**config.mk**
```make
export PLATFORM = sky130hd
export DESIGN_NAME = ctrl_queue_flat
export DESIGN_NICKNAME = d
export VERILOG_FILES = /design/src/rtl/ctrl_queue_pkg.sv /design/src/rtl/ctrl_queue_if.sv /design/src/rtl/ctrl_queue_fifo.sv /design/src/rtl/ctrl_queue.sv /design/src/flat_wrapper.sv
export SDC_FILE = /design/constraint.sdc
export NUM_CORES = 1
export LEC_CHECK = 0
export BUFFER_PORTS_ARGS = -buffer_cell sky130_fd_sc_hd__buf_4
export CORE_UTILIZATION = 64
export DETAILED_ROUTE_END_ITERATION = 8
export GPL_ROUTABILITY_DRIVEN = 0
export PLACE_DENSITY_LB_ADDON = 0.1
export SYNTH_ARGS = -nofsm -noshare
export SYNTH_HDL_FRONTEND = slang
export SYNTH_HIERARCHICAL = 1
export SYNTH_SLANG_ARGS = --single-unit
```
**constraint.sdc**
```tcl
create_clock -name clk -period 13.4 [get_ports clk]
set_input_delay 2.68 -clock clk [delete_from_list [all_inputs] [get_ports clk]]
set_output_delay 2.68 -clock clk [all_outputs]
set_load 0.005 [all_outputs]
```
**src/rtl/ctrl_queue_pkg.sv**
```systemverilog
// Shared definitions for the queued control unit: opcode encoding, instruction
// field positions and the legality check used by the dispatcher.
package ctrl_pkg;

    localparam int INST_W = 32;
    localparam int OP_MSB = 31;
    localparam int OP_LSB = 29;
    localparam int EU_MSB = 28;
    localparam int EU_LSB = 24;

    typedef enum logic [2:0] {
        OP_LOAD  = 3'd0,
        OP_STORE = 3'd1,
        OP_MOVE  = 3'd2,
        OP_FETCH = 3'd3,
        OP_EXEC  = 3'd4,
        OP_SYNC  = 3'd5,
        OP_ILL6  = 3'd6,
        OP_ILL7  = 3'd7
    } opcode_t;

    // FETCH/EXEC are only legal when the EU index names an existing unit.
    function automatic logic is_legal(input logic [INST_W-1:0] inst, input int n_eu);
        opcode_t op;
        int      idx;
        logic    unused_low;
        op         = opcode_t'(inst[OP_MSB:OP_LSB]);
        idx        = {27'd0, inst[EU_MSB:EU_LSB]};
        unused_low = ^inst[EU_LSB-1:0];
        case (op)
            OP_LOAD, OP_STORE, OP_MOVE, OP_SYNC: return 1'b1;
            OP_FETCH, OP_EXEC:                   return idx < n_eu;
            default:                             return 1'b0;
        endcase
    endfunction

endpackage

```
**src/rtl/ctrl_queue_if.sv**
```systemverilog
// Host-side instruction push port of the control queue.
// Push semantics: h2f_write is a valid with no ready; the word is taken on the
// edge where it is high, or dropped (and flagged) if the queue has no room.
interface ctrl_queue_if;
    import ctrl_pkg::*;

    logic [INST_W-1:0] h2f_io;
    logic              h2f_write;

    modport master (output h2f_io, output h2f_write);
    modport slave  (input  h2f_io, input  h2f_write);

endinterface

```
**src/rtl/ctrl_queue_fifo.sv**
```systemverilog
// Synchronous FIFO with occupancy count; a push into a full FIFO is accepted
// only when a pop happens on the same edge.
module inst_fifo #(
    parameter int W     = 32,
    parameter int DEPTH = 8
) (
    input  logic                       clk,
    input  logic                       rst,
    input  logic                       push_i,
    input  logic [W-1:0]               din_i,
    input  logic                       pop_i,
    output logic [W-1:0]               dout_o,
    output logic                       full_o,
    output logic                       empty_o,
    output logic [$clog2(DEPTH+1)-1:0] count_o
);

    localparam int AW = $clog2(DEPTH);
    localparam int CW = $clog2(DEPTH+1);

    logic [W-1:0]  mem_q [DEPTH];
    logic [AW-1:0] rd_ptr_q, rd_ptr_d;
    logic [AW-1:0] wr_ptr_q, wr_ptr_d;
    logic [CW-1:0] count_q, count_d;
    logic          do_push, do_pop;

    assign empty_o = (count_q == '0);
    assign full_o  = (count_q == CW'(DEPTH));
    assign count_o = count_q;
    assign dout_o  = mem_q[rd_ptr_q];

    assign do_pop  = pop_i && !empty_o;
    assign do_push = push_i && (!full_o || do_pop);

    // Pointers rely on DEPTH being a power of two so they wrap naturally.
    always_comb begin
        rd_ptr_d = rd_ptr_q;
        wr_ptr_d = wr_ptr_q;
        count_d  = count_q;
        if (do_pop)  rd_ptr_d = rd_ptr_q + AW'(1);
        if (do_push) wr_ptr_d = wr_ptr_q + AW'(1);
        case ({do_push, do_pop})
            2'b10:   count_d = count_q + CW'(1);
            2'b01:   count_d = count_q - CW'(1);
            default: count_d = count_q;
        endcase
    end

    always_ff @(posedge clk) begin
        if (rst) begin
            rd_ptr_q <= '0;
            wr_ptr_q <= '0;
            count_q  <= '0;
        end else begin
            rd_ptr_q <= rd_ptr_d;
            wr_ptr_q <= wr_ptr_d;
            count_q  <= count_d;
        end
    end

    always_ff @(posedge clk) begin
        if (do_push) mem_q[wr_ptr_q] <= din_i;
    end

endmodule

```
**src/rtl/ctrl_queue.sv**
```systemverilog
// Queued control unit: buffers host instructions and dispatches them in order
// to the load-storer, mover and execution units as their busy flags allow.
module ctrl_queue
    import ctrl_pkg::*;
#(
    parameter int DEPTH = 8,
    parameter int N_EU  = 8
) (
    input  logic                       clk,
    input  logic                       rst,
    ctrl_queue_if.slave                host,
    input  logic                       err_clr,
    input  logic                       ldst_done,
    input  logic                       move_done,
    input  logic [N_EU-1:0]            eu_done,
    output logic                       isrunning,
    output logic                       q_full,
    output logic [$clog2(DEPTH+1)-1:0] q_count,
    output logic                       ovf_err,
    output logic                       inst_err,
    output logic                       load_start,
    output logic                       store_start,
    output logic                       move_start,
    output logic [N_EU-1:0]            eu_fetch,
    output logic [N_EU-1:0]            eu_exec,
    output logic [INST_W-1:0]          inst_out,
    output logic                       rf_ram_sel,
    output logic                       sync_done
);

    logic [INST_W-1:0] head;
    logic              fifo_empty;
    logic              pop;
    opcode_t           head_op;
    logic [4:0]        head_idx;
    logic              head_legal;
    logic [N_EU-1:0]   eu_onehot;
    logic              eu_free, any_busy, any_pulse, issue_ok;

    logic              load_start_q, load_start_d;
    logic              store_start_q, store_start_d;
    logic              move_start_q, move_start_d;
    logic [N_EU-1:0]   eu_fetch_q, eu_fetch_d;
    logic [N_EU-1:0]   eu_exec_q, eu_exec_d;
    logic              sync_done_q, sync_done_d;
    logic [INST_W-1:0] inst_out_q, inst_out_d;
    logic              rf_ram_sel_q, rf_ram_sel_d;
    logic              ldst_busy_q, ldst_busy_d;
    logic              move_busy_q, move_busy_d;
    logic [N_EU-1:0]   eu_busy_q, eu_busy_d;
    logic              ovf_err_q, ovf_err_d;
    logic              inst_err_q, inst_err_d;

    inst_fifo #(.W(INST_W), .DEPTH(DEPTH)) u_fifo (
        .clk     (clk),
        .rst     (rst),
        .push_i  (host.h2f_write),
        .din_i   (host.h2f_io),
        .pop_i   (pop),
        .dout_o  (head),
        .full_o  (q_full),
        .empty_o (fifo_empty),
        .count_o (q_count)
    );

    assign head_op    = opcode_t'(head[OP_MSB:OP_LSB]);
    assign head_idx   = head[EU_MSB:EU_LSB];
    assign head_legal = is_legal(head, N_EU);

    always_comb begin
        eu_onehot = '0;
        for (int i = 0; i < N_EU; i++) eu_onehot[i] = (head_idx == 5'(i));
    end

    assign eu_free   = ~|(eu_onehot & eu_busy_q);
    assign any_busy  = ldst_busy_q | move_busy_q | (|eu_busy_q);
    assign any_pulse = load_start_q | store_start_q | move_start_q
                     | (|eu_fetch_q) | (|eu_exec_q);

    // LOAD/STORE/MOVE all contend for the RF RAM, so any of them blocks the others.
    always_comb begin
        issue_ok = 1'b0;
        if (!head_legal) begin
            issue_ok = 1'b1;
        end else begin
            case (head_op)
                OP_LOAD, OP_STORE, OP_MOVE: issue_ok = !ldst_busy_q && !move_busy_q;
                OP_FETCH, OP_EXEC:          issue_ok = eu_free;
                OP_SYNC:                    issue_ok = !any_busy && !any_pulse;
                default:                    issue_ok = 1'b1;
            endcase
        end
        pop = !fifo_empty && issue_ok;
    end

    always_comb begin
        load_start_d  = 1'b0;
        store_start_d = 1'b0;
        move_start_d  = 1'b0;
        eu_fetch_d    = '0;
        eu_exec_d     = '0;
        sync_done_d   = 1'b0;
        inst_out_d    = inst_out_q;
        rf_ram_sel_d  = rf_ram_sel_q;
        if (pop && head_legal) begin
            case (head_op)
                OP_LOAD:  begin load_start_d  = 1'b1; rf_ram_sel_d = 1'b1; end
                OP_STORE: begin store_start_d = 1'b1; rf_ram_sel_d = 1'b1; end
                OP_MOVE:  begin move_start_d  = 1'b1; rf_ram_sel_d = 1'b0; end
                OP_FETCH: eu_fetch_d  = eu_onehot;
                OP_EXEC:  eu_exec_d   = eu_onehot;
                OP_SYNC:  sync_done_d = 1'b1;
                default:  ;
            endcase
            // SYNC is a barrier only; inst_out keeps the last word a unit decodes.
            if (head_op != OP_SYNC) inst_out_d = head;
        end
        ldst_busy_d = (ldst_busy_q && !ldst_done) || load_start_d || store_start_d;
        move_busy_d = (move_busy_q && !move_done) || move_start_d;
        eu_busy_d   = (eu_busy_q & ~eu_done) | eu_fetch_d | eu_exec_d;
        ovf_err_d   = (ovf_err_q && !err_clr) || (host.h2f_write && q_full && !pop);
        inst_err_d  = (inst_err_q && !err_clr) || (pop && !head_legal);
    end

    always_ff @(posedge clk) begin
        if (rst) begin
            load_start_q  <= 1'b0;
            store_start_q <= 1'b0;
            move_start_q  <= 1'b0;
            eu_fetch_q    <= '0;
            eu_exec_q     <= '0;
            sync_done_q   <= 1'b0;
            inst_out_q    <= '0;
            rf_ram_sel_q  <= 1'b0;
            ldst_busy_q   <= 1'b0;
            move_busy_q   <= 1'b0;
            eu_busy_q     <= '0;
            ovf_err_q     <= 1'b0;
            inst_err_q    <= 1'b0;
        end else begin
            load_start_q  <= load_start_d;
            store_start_q <= store_start_d;
            move_start_q  <= move_start_d;
            eu_fetch_q    <= eu_fetch_d;
            eu_exec_q     <= eu_exec_d;
            sync_done_q   <= sync_done_d;
            inst_out_q    <= inst_out_d;
            rf_ram_sel_q  <= rf_ram_sel_d;
            ldst_busy_q   <= ldst_busy_d;
            move_busy_q   <= move_busy_d;
            eu_busy_q     <= eu_busy_d;
            ovf_err_q     <= ovf_err_d;
            inst_err_q    <= inst_err_d;
        end
    end

    assign load_start  = load_start_q;
    assign store_start = store_start_q;
    assign move_start  = move_start_q;
    assign eu_fetch    = eu_fetch_q;
    assign eu_exec     = eu_exec_q;
    assign sync_done   = sync_done_q;
    assign inst_out    = inst_out_q;
    assign rf_ram_sel  = rf_ram_sel_q;
    assign ovf_err     = ovf_err_q;
    assign inst_err    = inst_err_q;
    assign isrunning   = (q_count != '0) || any_busy || any_pulse;

endmodule

```
**src/flat_wrapper.sv**
```systemverilog
// flat-port wrapper written by rule: the top's interface ports become plain ports
module ctrl_queue_flat import ctrl_pkg::*;
#(
    parameter int DEPTH = 8,
    parameter int N_EU  = 8
)
  (clk, rst, err_clr, ldst_done, move_done, eu_done, isrunning, q_full, q_count, ovf_err, inst_err, load_start, store_start, move_start, eu_fetch, eu_exec, inst_out, rf_ram_sel, sync_done, host_h2f_io, host_h2f_write);
  ctrl_queue_if host_i ();
  input  logic clk;
  input  logic rst;
  input  logic err_clr;
  input  logic ldst_done;
  input  logic move_done;
  input  logic [N_EU-1:0] eu_done;
  output logic isrunning;
  output logic q_full;
  output logic [$clog2(DEPTH+1)-1:0] q_count;
  output logic ovf_err;
  output logic inst_err;
  output logic load_start;
  output logic store_start;
  output logic move_start;
  output logic [N_EU-1:0] eu_fetch;
  output logic [N_EU-1:0] eu_exec;
  output logic [INST_W-1:0] inst_out;
  output logic rf_ram_sel;
  output logic sync_done;
  input wire logic [$bits(host_i.h2f_io)-1:0] host_h2f_io;
  input wire logic [$bits(host_i.h2f_write)-1:0] host_h2f_write;
  assign host_i.h2f_io = host_h2f_io;
  assign host_i.h2f_write = host_h2f_write;
  ctrl_queue #(.DEPTH(DEPTH), .N_EU(N_EU)) u_core (.clk(clk), .rst(rst), .host(host_i), .err_clr(err_clr), .ldst_done(ldst_done), .move_done(move_done), .eu_done(eu_done), .isrunning(isrunning), .q_full(q_full), .q_count(q_count), .ovf_err(ovf_err), .inst_err(inst_err), .load_start(load_start), .store_start(store_start), .move_start(move_start), .eu_fetch(eu_fetch), .eu_exec(eu_exec), .inst_out(inst_out), .rf_ram_sel(rf_ram_sel), .sync_done(sync_done));
endmodule
```
Yosys cells after proc, flatten, opt, wreduce, memory -nomap -nowiden
Memories as Yosys holds them, arrays and structs flattened. A register that Yosys moved wholly into a read port is not among the register bits.
Cells that the tools add are included.
{"block": "word_totals", "ff_bits": 75, "mem_bits_rw": 256, "in_bits": 46, "output_inout_bits": 61, "elab_cells": 120, "n_memories": 1}
{"memory": "u_core.u_fifo.mem_q", "words": 8, "width": 32, "rd": 1, "rd_ports_with_merged_regs": 1, "wr": 1, "line_no": "ctrl_queue_fifo.sv:21", "rtl": "logic [W-1:0] mem_q [DEPTH];"}
{"block": "op_classes", "addsub": 4, "n_lt_le_gt_ge": 1, "n_eq_ne": 16, "mux": 20, "bitwise_logic": 12, "reduce_logical": 50}
{"operator": "$mux W8", "n": 4}
{"operator": "$reduce_or A8 Y1", "n": 4}
{"operator": "$eq A5 B3 Y1 const B", "n": 4}
{"operator": "$and A8 B8 Y8", "n": 2}
{"operator": "$or A8 B8 Y8", "n": 2}
{"operator": "$logic_and A1 B1 Y1", "n": 13}
{"operator": "$logic_not A1 Y1", "n": 12}
{"operator": "$eq A5 B2 Y1 const B", "n": 2}
{"operator": "$mux W1", "n": 10}
{"operator": "$logic_or A1 B1 Y1", "n": 8}
{"operator": "$not A8 Y8", "n": 1}
{"operator": "$pmux W4 S2", "n": 1}
{"operator": "$add A3 B1 Y3 const B", "n": 2}
{"operator": "$eq A3 B2 Y1 const B", "n": 2}
{"operator": "$eq A3 B3 Y1 const B", "n": 2}
{"operator": "$mux W3", "n": 2}
{"operator": "$or A1 B1 Y1", "n": 6}
{"operator": "$reduce_or A2 Y1", "n": 3}
{"operator": "$eq A5 B1 Y1 const B", "n": 1}
{"operator": "$logic_not A5 Y1", "n": 1}
{"operator": "$lt A5 B4 Y1 const B", "n": 1}
{"operator": "$add A4 B1 Y4 const B", "n": 1}
{"operator": "$eq A4 B4 Y1 const B", "n": 1}
{"operator": "$logic_not A4 Y1", "n": 1}
{"operator": "other kinds (14)", "n": 17}

Longest topological paths before layout
Gate-level depths: netlist of the first run.
{"block": "depth", "ltp_word": 14, "ltp_mapped": 19, "ltp_nobuf": 15}

By module
Netlist of the first run, hierarchy kept.
{"mod": "inst_fifo", "n_inst": 1, "cells_per_inst": 443, "area_per_inst_um2": 10262.3, "seq_area_each_um2": 7947.6}
{"mod": "ctrl_queue", "n_inst": 1, "cells_per_inst": 310, "area_per_inst_um2": 2662.6, "seq_area_each_um2": 1301.2}

Worst setup path after synthesis of the first run
OpenSTA, ideal clock, no wires.
{"block": "synth_timing", "kind": "register to register", "from": "register with a tool-made name", "to": "memory u_core.u_fifo.mem_q[0][0] (enable)", "setup_time_ns": 0.461, "arrival_ns": 5.301, "t_required_ns": 12.939, "path_slack_ns": 7.638, "stages_incl_launch_ff": 15, "path_buffers": 4, "synth_period_minus_slack_ns": 5.762, "path_cell_list": "dfxtp_1 -> buf_4 -> buf_4 -> mux4_2 -> mux2_2 -> buf_2 -> nand2b_4 -> buf_2 -> or3_1 -> o32ai_1 -> a211oi_1 -> inv_1 -> o21ai_4 -> or2_2 -> nor3_1"}
{"element": "end, declared", "line_no": "ctrl_queue_fifo.sv:21"}

==> metrics, run 1 <==
status complete, no violations; Leakage about 5.0 nW; worst reg2reg setup slack roughly 7 ns; Final period util 0.482; share of layout cells above drive strength 1 0.334; crit-path leading delay family simple AND/OR/NAND/NOR gates; number of flops mapped to enable cells by yosys 256; Final Setup Violations 0; Yosys reg bits 334; Ports approximately 110; R2R depth 12; final-layout fill cell count 1128; detailed placement HPWL 15700 µm; crit path to u_core/u_fifo/mem_q[0][1]; r2r endpoint u_core/u_fifo/mem_q[0][1]; initial antenna violation count 0; Critical Path RT 13.56 ns; nets 904; CP endpoint kind flip-flop; Final Max Tran Viols 0; wire per inst 23.8 µm; FMAX 155 MHz; core outline area 19700 µm²; Int Pwr between 2 and 2.5 mW; Sequential Area 9250 µm²; Sink Count 334; CP max FO 34; GRT Util Overall 0.277; via count ~7300; Starting Density 0.658; FP Rows 51; die area 20800 µm²; Die H 144 µm; slew margin rel. 0.131; CTS clock-pin slew for the worst setup and hold paths around 0.060 ns; Die Wd about 140 µm; RSZ-0062 raised after global routing false; Hold Crit Depth 2; Antenna Nets Post-Route 0; peak supply drop 0.151 mV; H-tree levels 2; distinct cell type count after synthesis 60; Synth Net Count 804; IO buf count between 100 and 150; combinational share of power 0.249; Synth async-reset ratio 0; Setup TNS 0 ns; Ant. Diodes 0; Worst setup SP type flip-flop; worst skew pair latency 0.50 ns; critical path arrival around 6.6 ns; grt total ovfl 0; commonest non-fill, non-tap cells in the layout 256 x edfxtp_1, 113 x buf_4, 76 x dfxtp_1, 64 x mux4_2, 36 x clkbuf_16; switching fraction of total power 0.294; multi-input logic area 3500 µm²; pwr dens 194 nW/µm²; vias per cell between 6 and 7; yosys warns 6; Psw 0.863 mW; Slew @ Worst Pin between 1 and 1.5 ns; CP max-delay cell nor3_2; Area growth, synth to finish 16.9%; critical path's largest stage delay 1.00 ns; vias in the first global route about 7400; critical setup path kind reg -> reg; Cell Area, Synth 12900 µm²; cts bufs inserted 34; Root Buffer clkbuf_16; register area share after synthesis 0.716; CTS tree yes; # Post-CTS Setup Buffers 0; post-synthesis area per instance 17.2 µm²; Worst Hold Class reg -> reg; CP Buf/Inv Count 3; first-pass GRT wire length 41500 µm; largest net degree at the start of global routing 65; hold bufs inserted after CTS 0; DRC viols 0; CTS max path bufs 3; sequential share of power 0.425; PostCTS Resize Cnt 0; Fin. Hold Viols 0; critical-path cell list buf_4 > mux4_2 > mux2_2 > nand2b_1 > mux2_2 > a211oi_1 > a211oi_1 > inv_1 > o21ai_4 > or2_2 > nor3_2 > buf_4; initial drt markers 512; Mapped Cells ~750; max-cap viol count 0; Worst Skew around 0.015 ns; Setup WS post-layout 6.94 ns; Worst path depth 12; routed wire length 27200 µm; clock share of power 0.326; Initial DRT Pass Iterations 5; pre-CTS setup slack 6.86 ns; commonest non-fill, non-tap cell in the layout edfxtp_1; Synth Flop Type edfxtp_1; Final min period 6.46 ns
-- layer usage --
metal  track usage  part of all wire  vias to the layer above
met5             0                 0                        -
met4         0.118             0.028                        0
met3        0.0573             0.073                       56
met2         0.476              0.52                      347
met1         0.342              0.38                     3693
li1              -                 -                     3201
-- Yosys cell counts (5+ instances only) --
cell	number	share of area
o21ai_1	14	0.0054
buf_1	7	0.0020
mux4_2	64	0.11
nand2b_1	5	0.0024
nor3_1	7	0.0027
buf_2	8	0.0031
inv_1	5	0.0015
mux2_2	35	0.030
dfxtp_1	78	0.12
nand3_1	32	0.012
a21oi_1	37	0.014
nor4_1	20	0.0097
o21ai_0	29	0.011
nor2_1	36	0.010
edfxtp_1	256	0.59
nand2_1	18	0.0052
mux2i_1	5	0.0039
buf_4	8	0.0046
xor2_1	5	0.0034
ha_1	5	0.0048
clkbuf_1	23	0.0067
-- kinds of logic (layout without fill, tap and decap cells) --
family / count (synthesis) / in the layout / synth area share
fa+ha+maj: 5 / 5 / 0.00484
compound gates: 106 / 106 / 0.0491
xor+xnor: 6 / 6 / 0.00407
mux: 106 / 106 / 0.148
buf+inv: 55 / 180 / 0.0203
simple gates: 141 / 141 / 0.0585
flops: 334 / 334 / 0.716
-- power by group through the flow --
stage                     logic, mW  clock network, mW  registers, mW
after floorplan               0.502                  0           1.25
after global placement        0.699                  0           1.27
after detailed placement      0.721                  0           1.27
after CTS                     0.727              0.973           1.25
after global routing          0.785               1.01           1.26
final                         0.732              0.956           1.25
-- worst min-delay path by stage --
stage	from	to	slack, ns
finish	u_core/inst_out[28]	u_core/inst_out[28]	0.48
global route	u_core/inst_out[20]	u_core/inst_out[20]	0.50
CTS	u_core/inst_out[6]	u_core/inst_out[6]	0.48
detailed placement	u_core/inst_out[6]	u_core/inst_out[6]	0.47
global placement	u_core/inst_out[11]	u_core/inst_out[11]	0.46
floorplan	u_core/eu_busy_q[6]	u_core/eu_busy_q[6]	0.44
-- final cells by class --
cell class,count,share of cell area
Inverter,6,0.00149
Timing Repair Buffer,113,0.0561
Tap cell,265,0.0219
Sequential cell,334,0.612
Clock inverter,17,0.0131
Clock buffer,44,0.0629
Multi-Input combinational cell,364,0.232
-- tightest hold or removal path, stage by stage (launching register included) --
cell and delay (ns):
dfxtp_1 0.31, o21ai_0 0.07, a21oi_1 0.06
-- per-stage QoR --
step | util | instances | hold slack, ns | cell area (µm²) | power [mW]
after floorplan | - | 753 | 0.439 | 12900 | 1.75
after global placement | 0.710 | 1082 | 0.465 | 14000 | 1.96
after detailed placement | 0.710 | 1082 | 0.467 | 14000 | 1.99
after CTS | 0.769 | 1143 | 0.475 | 15100 | 2.95
after global routing | 0.769 | 1143 | 0.501 | 15100 | 3.06
final | 0.769 | 1143 | 0.479 | 15100 | 2.94
-- state kept, by name, summed over array words and instances, names as in the netlist, 3 cells and up, named ones only --
name,cells
u_core/u_fifo/rd_ptr_q,3
u_core/u_fifo/wr_ptr_q,3
u_core/u_fifo/mem_q,256
u_core/u_fifo/count_o,4
u_core/eu_fetch,8
u_core/eu_exec,8
u_core/eu_busy_q,8
u_core/inst_out,32
No activity file was read; power rests on OpenSTA's default activity.
==> run 2, diff against run 1 <==
--- a/config.mk
+++ b/config.mk
@@ -5,8 +5,9 @@
 export SDC_FILE = /design/constraint.sdc
 export NUM_CORES = 1
 export LEC_CHECK = 0
+export ABC_AREA = 1
 export BUFFER_PORTS_ARGS = -buffer_cell sky130_fd_sc_hd__buf_4
-export CORE_UTILIZATION = 64
+export CORE_UTILIZATION = 60
 export DETAILED_ROUTE_END_ITERATION = 8
 export GPL_ROUTABILITY_DRIVEN = 0
 export PLACE_DENSITY_LB_ADDON = 0.1
==> constraint.sdc (replaced) <==
create_clock -name clk -period 6.5 [get_ports clk]
set_input_delay 1.3 -clock clk [delete_from_list [all_inputs] [get_ports clk]]
set_output_delay 1.3 -clock clk [all_outputs]
set_load 0.005 [all_outputs]
==> run 2 against run 1 <==
Clock skew about the same. Fmax up 38%. Register-to-register slack worse by 5.1 ns. Via count up 26%. Wire length up 8.1%. Core utilization down 5.6 points. Synthesized cell count up 67%. Hold slack worse by 0.0041 ns. Sequential power up 110%. Setup slack worse by 5.1 ns. Flip-flop and latch count unchanged.
==> metrics, run 2 <==
Final min period 4.68 ns (-1.78 ns); commonest non-fill, non-tap cells in the layout 256 x edfxtp_1, 242 x nor2_1, 234 x nand2_1, 125 x buf_4, 117 x o21ai_0; Final period util 0.720 (+0.238); largest net degree at the start of global routing 70 (+7.7%); switching fraction of total power 0.337 (+0.0437); H-tree levels 2 (unchanged); Cell Area, Synth 13700 µm² (+5.7%); # Post-CTS Setup Buffers 0 (unchanged); Slew @ Worst Pin 1.06 ns (-0.236 ns); Setup WS post-layout 1.82 ns (-5.12 ns); Critical Path RT 6.70 ns (-6.86 ns); routed wire length 29400 µm (+8.1%); count leader, synth edfxtp_1; detailed placement HPWL 18000 µm (+15%); Final Setup Violations 0 (unchanged); Worst setup SP type flip-flop; vias per cell 5.50 (-14%); initial drt markers 689 (+35%); wire per inst 17.6 µm (-26%); clock share of power 0.295 (-0.031); nets 1416 (+57%); dominant cell type by count on the critical path nand2_1; Synth top cells by count 256 x edfxtp_1, 246 x nor2_1, 234 x nand2_1; Ports 107 (unchanged); status complete, no violations; Setup TNS 0 ns (unchanged); Root Buffer clkbuf_16; Int Pwr 4.18 mW (+100%); Area growth, synth to finish 15.3%; peak supply drop 0.288 mV (+91%); GRT Util Overall 0.257 (-0.0194); post-synth top area cell edfxtp_1; Starting Density 0.618 (-0.0393); Util after Layout 0.713 (-0.0561); Largest register FFs 256 (unchanged); IO buf count 106 (unchanged); Antenna Nets Post-Route 0 (unchanged); Synth Net Count 1312 (+63%); Synth Flop Type edfxtp_1; Die H 153 µm (+6.1%); critical path's largest stage delay 0.62 ns (-0.38 ns); pre-CTS setup slack 1.77 ns (-5.09 ns); Mapped Cells 1261 (+67%); die area 23400 µm² (+13%); Psw 2.13 mW (+150%); Leakage 6.22 nW (+24%); PostCTS Resize Cnt 0 (unchanged); grt total ovfl 0 (unchanged); critical-path cell list buf_4 > mux2i_1 > o22ai_1 > nand2_1 > nand2_1 > inv_2 > nand3_4 > nand2_2 > nand2_1 > nor2_1 > nand3_2 > a21oi_1 > inv_1 > nand2_1 > nand2_2 > inv_1 > nand2_2 > nor2_4 > buf_4; core outline area 22100 µm² (+12%); combinational share of power 0.292 (+0.043); post-synthesis area per instance 10.8 µm² (-37%); Ant. Diodes 0 (unchanged); Worst Skew 0.0152 ns (-0.000147 ns); area fraction of the dominant cell type after synthesis 0.563 (-0.0320); sequential share of power 0.413 (-0.012); distinct cell type count after synthesis 40 (-33%); RSZ-0062 raised after global routing false; via count 9194 (+26%); yosys warns 6 (unchanged); initial antenna violation count 0 (unchanged); Worst Hold Class reg -> reg; slew margin rel. 0.291 (+0.161); Die Wd 153 µm (+6.1%); critical setup path kind reg -> reg; vias in the first global route 8808 (+19%); commonest non-fill, non-tap cell in the layout edfxtp_1; Synth async-reset ratio 0 (unchanged); share of layout cells above drive strength 1 0.155 (-0.179); register area share after synthesis 0.677 (-0.0385); Sink Count 334 (unchanged); DRC viols 0 (unchanged); FP Rows 54 (+5.9%); pwr dens 400 nW/µm² (+110%); Synth area leaders edfxtp_1 56%, dfxtp_1 11%, nor2_1 6.8%, nand2_1 6.4%, o21ai_0 4.3%; CP Buf/Inv Count 5 (+2); CP max FO 56 (+65%); hold bufs inserted after CTS 0 (unchanged); CP endpoint kind flip-flop; Worst path depth 19 (+7); cts bufs inserted 35 (+2.9%); worst skew pair latency 0.52 ns (+0.02 ns); Yosys reg bits 334 (unchanged); Final Max Tran Viols 0 (unchanged); CTS max path bufs 3 (unchanged); R2R depth 19 (+7); Fin. Hold Viols 0 (unchanged); number of flops mapped to enable cells by yosys 256 (unchanged); CP max-delay cell nor2_4; crit-path leading delay family simple AND/OR/NAND/NOR gates; Initial DRT Pass Iterations 8 (+3); critical path arrival 4.88 ns (-1.74 ns); Hold Crit Depth 2 (unchanged); CTS tree yes; total power 6.30 mW (+110%); first-pass GRT wire length 46600 µm (+12%); FMAX 214 MHz (+38%); max-cap viol count 0 (unchanged); Most flops, register u_core/u_fifo/mem_q; CTS clock-pin slew for the worst setup and hold paths 0.06 ns (about the same)
-- run 2: changes by cell type after synthesis, sizes merged, moves of 31 or more --
cell | previous run | this run
nor2 | 37 | 250
inv | 6 | 94
mux2 | 37 | 0
o22ai | 1 | 32
mux4 | 64 | 0
nand2 | 18 | 244
o21ai | 44 | 138
-- run 2: layout make-up --
class | count | area [µm²]
Timing Repair Buffer | 125 | 938
Clock buffer | 48 | 970
Fill cell | 1634 | 6350
Clock inverter | 15 | 111
Multi-Input combinational cell | 774 | 3760
Sequential cell | 334 | 9260
Tap cell | 280 | 350
Inverter | 95 | 357
-- run 2: path summary, 6_finish.rpt --
path / to / slack (ns) / startpoint
worst max-delay path: u_core/u_fifo/mem_q[0][1] / 1.82 / flip-flop
worst min-delay path: u_core/inst_out[31] / 0.47 / u_core/inst_out[31]
worst max register to register: u_core/u_fifo/mem_q[0][1] / 1.82 / flip-flop
worst min register to register: u_core/inst_out[31] / 0.47 / u_core/inst_out[31]
-- run 2: worst register-to-register path: stages, from the launching register on --
cell and delay, ns:
dfxtp_4 0.53, buf_4 0.58, mux2i_1 0.28, o22ai_1 0.09
nand2_1 0.09, nand2_1 0.16, inv_2 0.15, nand3_4 0.15
nand2_2 0.11, nand2_1 0.06, nor2_1 0.10, nand3_2 0.11
a21oi_1 0.34, inv_1 0.08, nand2_1 0.10, nand2_2 0.15
inv_1 0.13, nand2_2 0.15, nor2_4 0.62, buf_4 0.37
-- run 2: through the flow --
stage | area, µm² | hold slack, ns | std cells
after floorplan | 13700 | 0.448 | 1261
after global placement | 14700 | 0.459 | 1608
after detailed placement | 14700 | 0.457 | 1608
after CTS | 15700 | 0.472 | 1671
after global routing | 15700 | 0.492 | 1671
final | 15700 | 0.475 | 1671
-- run 2: logic make-up after synthesis --
logic type / count (synthesis) / synth area share
and+or+nand+nor: 548 / 0.169
buffers and inverters: 153 / 0.0512
DFF: 334 / 0.677
AOI/OAI and AO/OA: 185 / 0.0718
adders and majority gates: 5 / 0.00458
xor gates and xnor gates: 4 / 0.00257
muxes: 32 / 0.0234
-- run 2: power by group through the flow --
stage                     logic [mW]  clock network (mW)  registers, mW
after floorplan                 1.41                   0           2.59
after global placement          1.78                   0           2.64
after detailed placement        1.82                   0           2.65
after CTS                       1.84                1.90           2.60
after global routing            2.07                1.97           2.62
final                           1.84                1.86           2.60
-- run 2: metal layers --
layer  track usage  part of all wire
met5             0                 0
met4        0.0928             0.025
met3        0.0397             0.057
met2         0.416              0.47
met1         0.357              0.45
==> run 3, diff against run 2 <==
==> constraint.sdc (replaced) <==
create_clock -name clk -period 4.8 [get_ports clk]
set_input_delay 0.96 -clock clk [delete_from_list [all_inputs] [get_ports clk]]
set_output_delay 0.96 -clock clk [all_outputs]
set_load 0.005 [all_outputs]
==> run 3 against run 2 <==
Combinational power grew 40%. Clock power up 33%. Hold slack got worse by 0.0035 ns. First-iteration DRC count fell by 2.2%. Clock skew fell by 0.0017 ns. Largest cell class unchanged. Largest power group unchanged. Highest routed layer unchanged.
==> metrics, run 3 (synthesis gave the netlist of run 2 again) <==
status complete, no violations; Final Non-Filler Cells 1674 (+0.18%); Final min period 4.22 ns (-0.462 ns); Fin. Hold Viols 0 (unchanged); Hold Crit Depth 2 (unchanged); Initial DRT Pass Iterations 5 (-3); final-layout fill cell count 1607 (-1.7%); CTS max path bufs 3 (unchanged); CP Buf/Inv Count 5 (unchanged); peak supply drop 0.466 mV (+62%); RSZ-0062 raised after global routing false; via count 9174 (-0.22%); Sink Count 334 (unchanged); CP max FO 43 (-23%); Sequential Area 9260 µm² (unchanged); largest net degree at the start of global routing 69 (-1.4%); Leakage 6.25 nW (+0.47%); Largest register FFs 256 (unchanged); slew margin rel. 0.525 (+0.234); critical setup path kind reg -> reg; multi-input logic area 3760 µm² (unchanged); max-cap viol count 0 (unchanged); wire per inst 17.8 µm (+1.1%); total power 8.55 mW (+36%); Root Buffer clkbuf_16; Most flops, register u_core/u_fifo/mem_q; IO buf count 106 (unchanged); commonest non-fill, non-tap cell in the layout edfxtp_1; Placed Cells 1612 (+0.25%); Worst path depth 20 (+1); Worst Hold Class reg -> reg; Area growth, synth to finish 15.7%; die area 23400 µm² (unchanged); initial antenna violation count 1 (+1); Final Setup Violations 0 (unchanged); crit-path leading delay family simple AND/OR/NAND/NOR gates; hold bufs inserted after CTS 0 (unchanged); Worst Skew 0.0135 ns (-0.00171 ns); routed wire length 29800 µm (+1.3%); Final period util 0.878 (+0.159); commonest non-fill, non-tap cells in the layout 256 x edfxtp_1, 242 x nor2_1, 234 x nand2_1, 126 x buf_4, 117 x o21ai_0; H-tree levels 2 (unchanged); critical path's largest stage delay 0.47 ns (-0.15 ns); worst skew pair latency 0.50 ns (-0.02 ns); Slew @ Worst Pin 0.711 ns (-0.350 ns); CTS tree yes; Die H 153 µm (unchanged); Worst setup SP type flip-flop; detailed placement HPWL 18300 µm (+1.2%); nets 1420 (+0.28%); CP endpoint kind flip-flop; Critical Path RT 5.00 ns (-1.70 ns); dominant cell type by count on the critical path nor2_1; Antenna Nets Post-Route 0 (unchanged); Util after Layout 0.715 (+0.00255); Setup TNS 0 ns (unchanged); Die Wd 153 µm (unchanged); initial drt markers 674 (-2.2%); Ports 107 (unchanged); CTS clock-pin slew for the worst setup and hold paths 0.06 ns (about the same); cts bufs inserted 34 (-2.9%); FP Rows 54 (unchanged); R2R depth 20 (+1); pwr dens 541 nW/µm² (+35%); DRC viols 0 (unchanged); share of layout cells above drive strength 1 0.157 (+0.00265); GRT Util Overall 0.260 (+0.00212); grt total ovfl 0 (unchanged); Final Max Tran Viols 0 (unchanged); critical path arrival 4.42 ns (-0.46 ns); CP max-delay cell nor2_4; FMAX 237 MHz (+11%); core outline area 22100 µm² (unchanged); first-pass GRT wire length 47000 µm (+0.83%); vias in the first global route 8869 (+0.69%); critical-path cell list buf_4 > nor2_1 > nor2_1 > o21ai_0 > o21ai_0 > nand2_1 > nand2_1 > inv_1 > nand4_2 > nor2_1 > nor2_1 > nand3_2 > a21oi_1 > inv_1 > nand2_1 > nand2_2 > inv_1 > nand2_2 > nor2_4 > buf_12; Starting Density 0.618 (unchanged); vias per cell 5.48 (-0.40%)
run 3: cell types whose count changed in the layout (fill, tap and decap cells not counted):
cell,before,now
clkinv_1,8,2
buf_12,0,4
clkbuf_1,9,13
clkbuf_8,2,4
clkinv_2,3,5
clkinvlp_4,2,0
buf_4,125,126
clkbuf_16,36,35
clkbuf_4,1,0
clkinv_8,1,0
diode_2,0,1
run 3: final cells by class:
| cell class | instances | area share |
|---|---|---|
| Clock inverter | 8 | 0.00428 |
| Inverter | 95 | 0.0226 |
| Antenna cell | 1 | 0.000158 |
| Timing Repair Buffer | 130 | 0.0649 |
| Clock buffer | 52 | 0.0620 |
| Multi-Input combinational cell | 774 | 0.238 |
| Tap cell | 280 | 0.0222 |
| Sequential cell | 334 | 0.586 |
run 3: worst paths after layout:
path                                       from                        end  slack, ns
worst max register to register        flip-flop  u_core/u_fifo/mem_q[2][7]       0.58
worst max-delay path                  flip-flop  u_core/u_fifo/mem_q[2][7]       0.58
worst min register to register  u_core/inst_err            u_core/inst_err       0.47
worst min-delay path            u_core/inst_err            u_core/inst_err       0.47
run 3: per-stage QoR:
step / hold slack (ns) / cell area [µm²] / worst slack (ns)
2_1_floorplan: 0.448 / 13700 / -0.187
3_3_place_gp: 0.457 / 14700 / 0.665
3_5_place_dp: 0.466 / 14700 / 0.584
4_1_cts: 0.475 / 15800 / 0.526
5_1_grt: 0.497 / 15800 / 0.0564
6_report: 0.471 / 15800 / 0.585
run 3: report_power, final:
group	internal (mW)	total (mW)	switching [mW]
combinational	0.859	2.58	1.72
clock	1.46	2.48	1.01
sequential	3.35	3.49	0.136
run 3: what timing repair did:
action	4_1_cts	5_1_grt
setup buffers	0	1
setup endpoints to repair	0	19
resized for setup	0	0
run 3: worst min-delay path, delay by kind of cell, from the launching register on:
kind	cells	cell delay, ns
AND/OR/NAND/NOR	1	0.06
flip-flops	1	0.31
AO/OA/AOI/OAI	1	0.06
run 3: routing by layer:
metal | vias to the layer above | track usage | part of all wire
li1 | 4480 | - | -
met1 | 4369 | 0.354 | 0.43
met2 | 291 | 0.430 | 0.49
met3 | 34 | 0.0428 | 0.063
met4 | 0 | 0.0808 | 0.014
met5 | - | 0 | 0
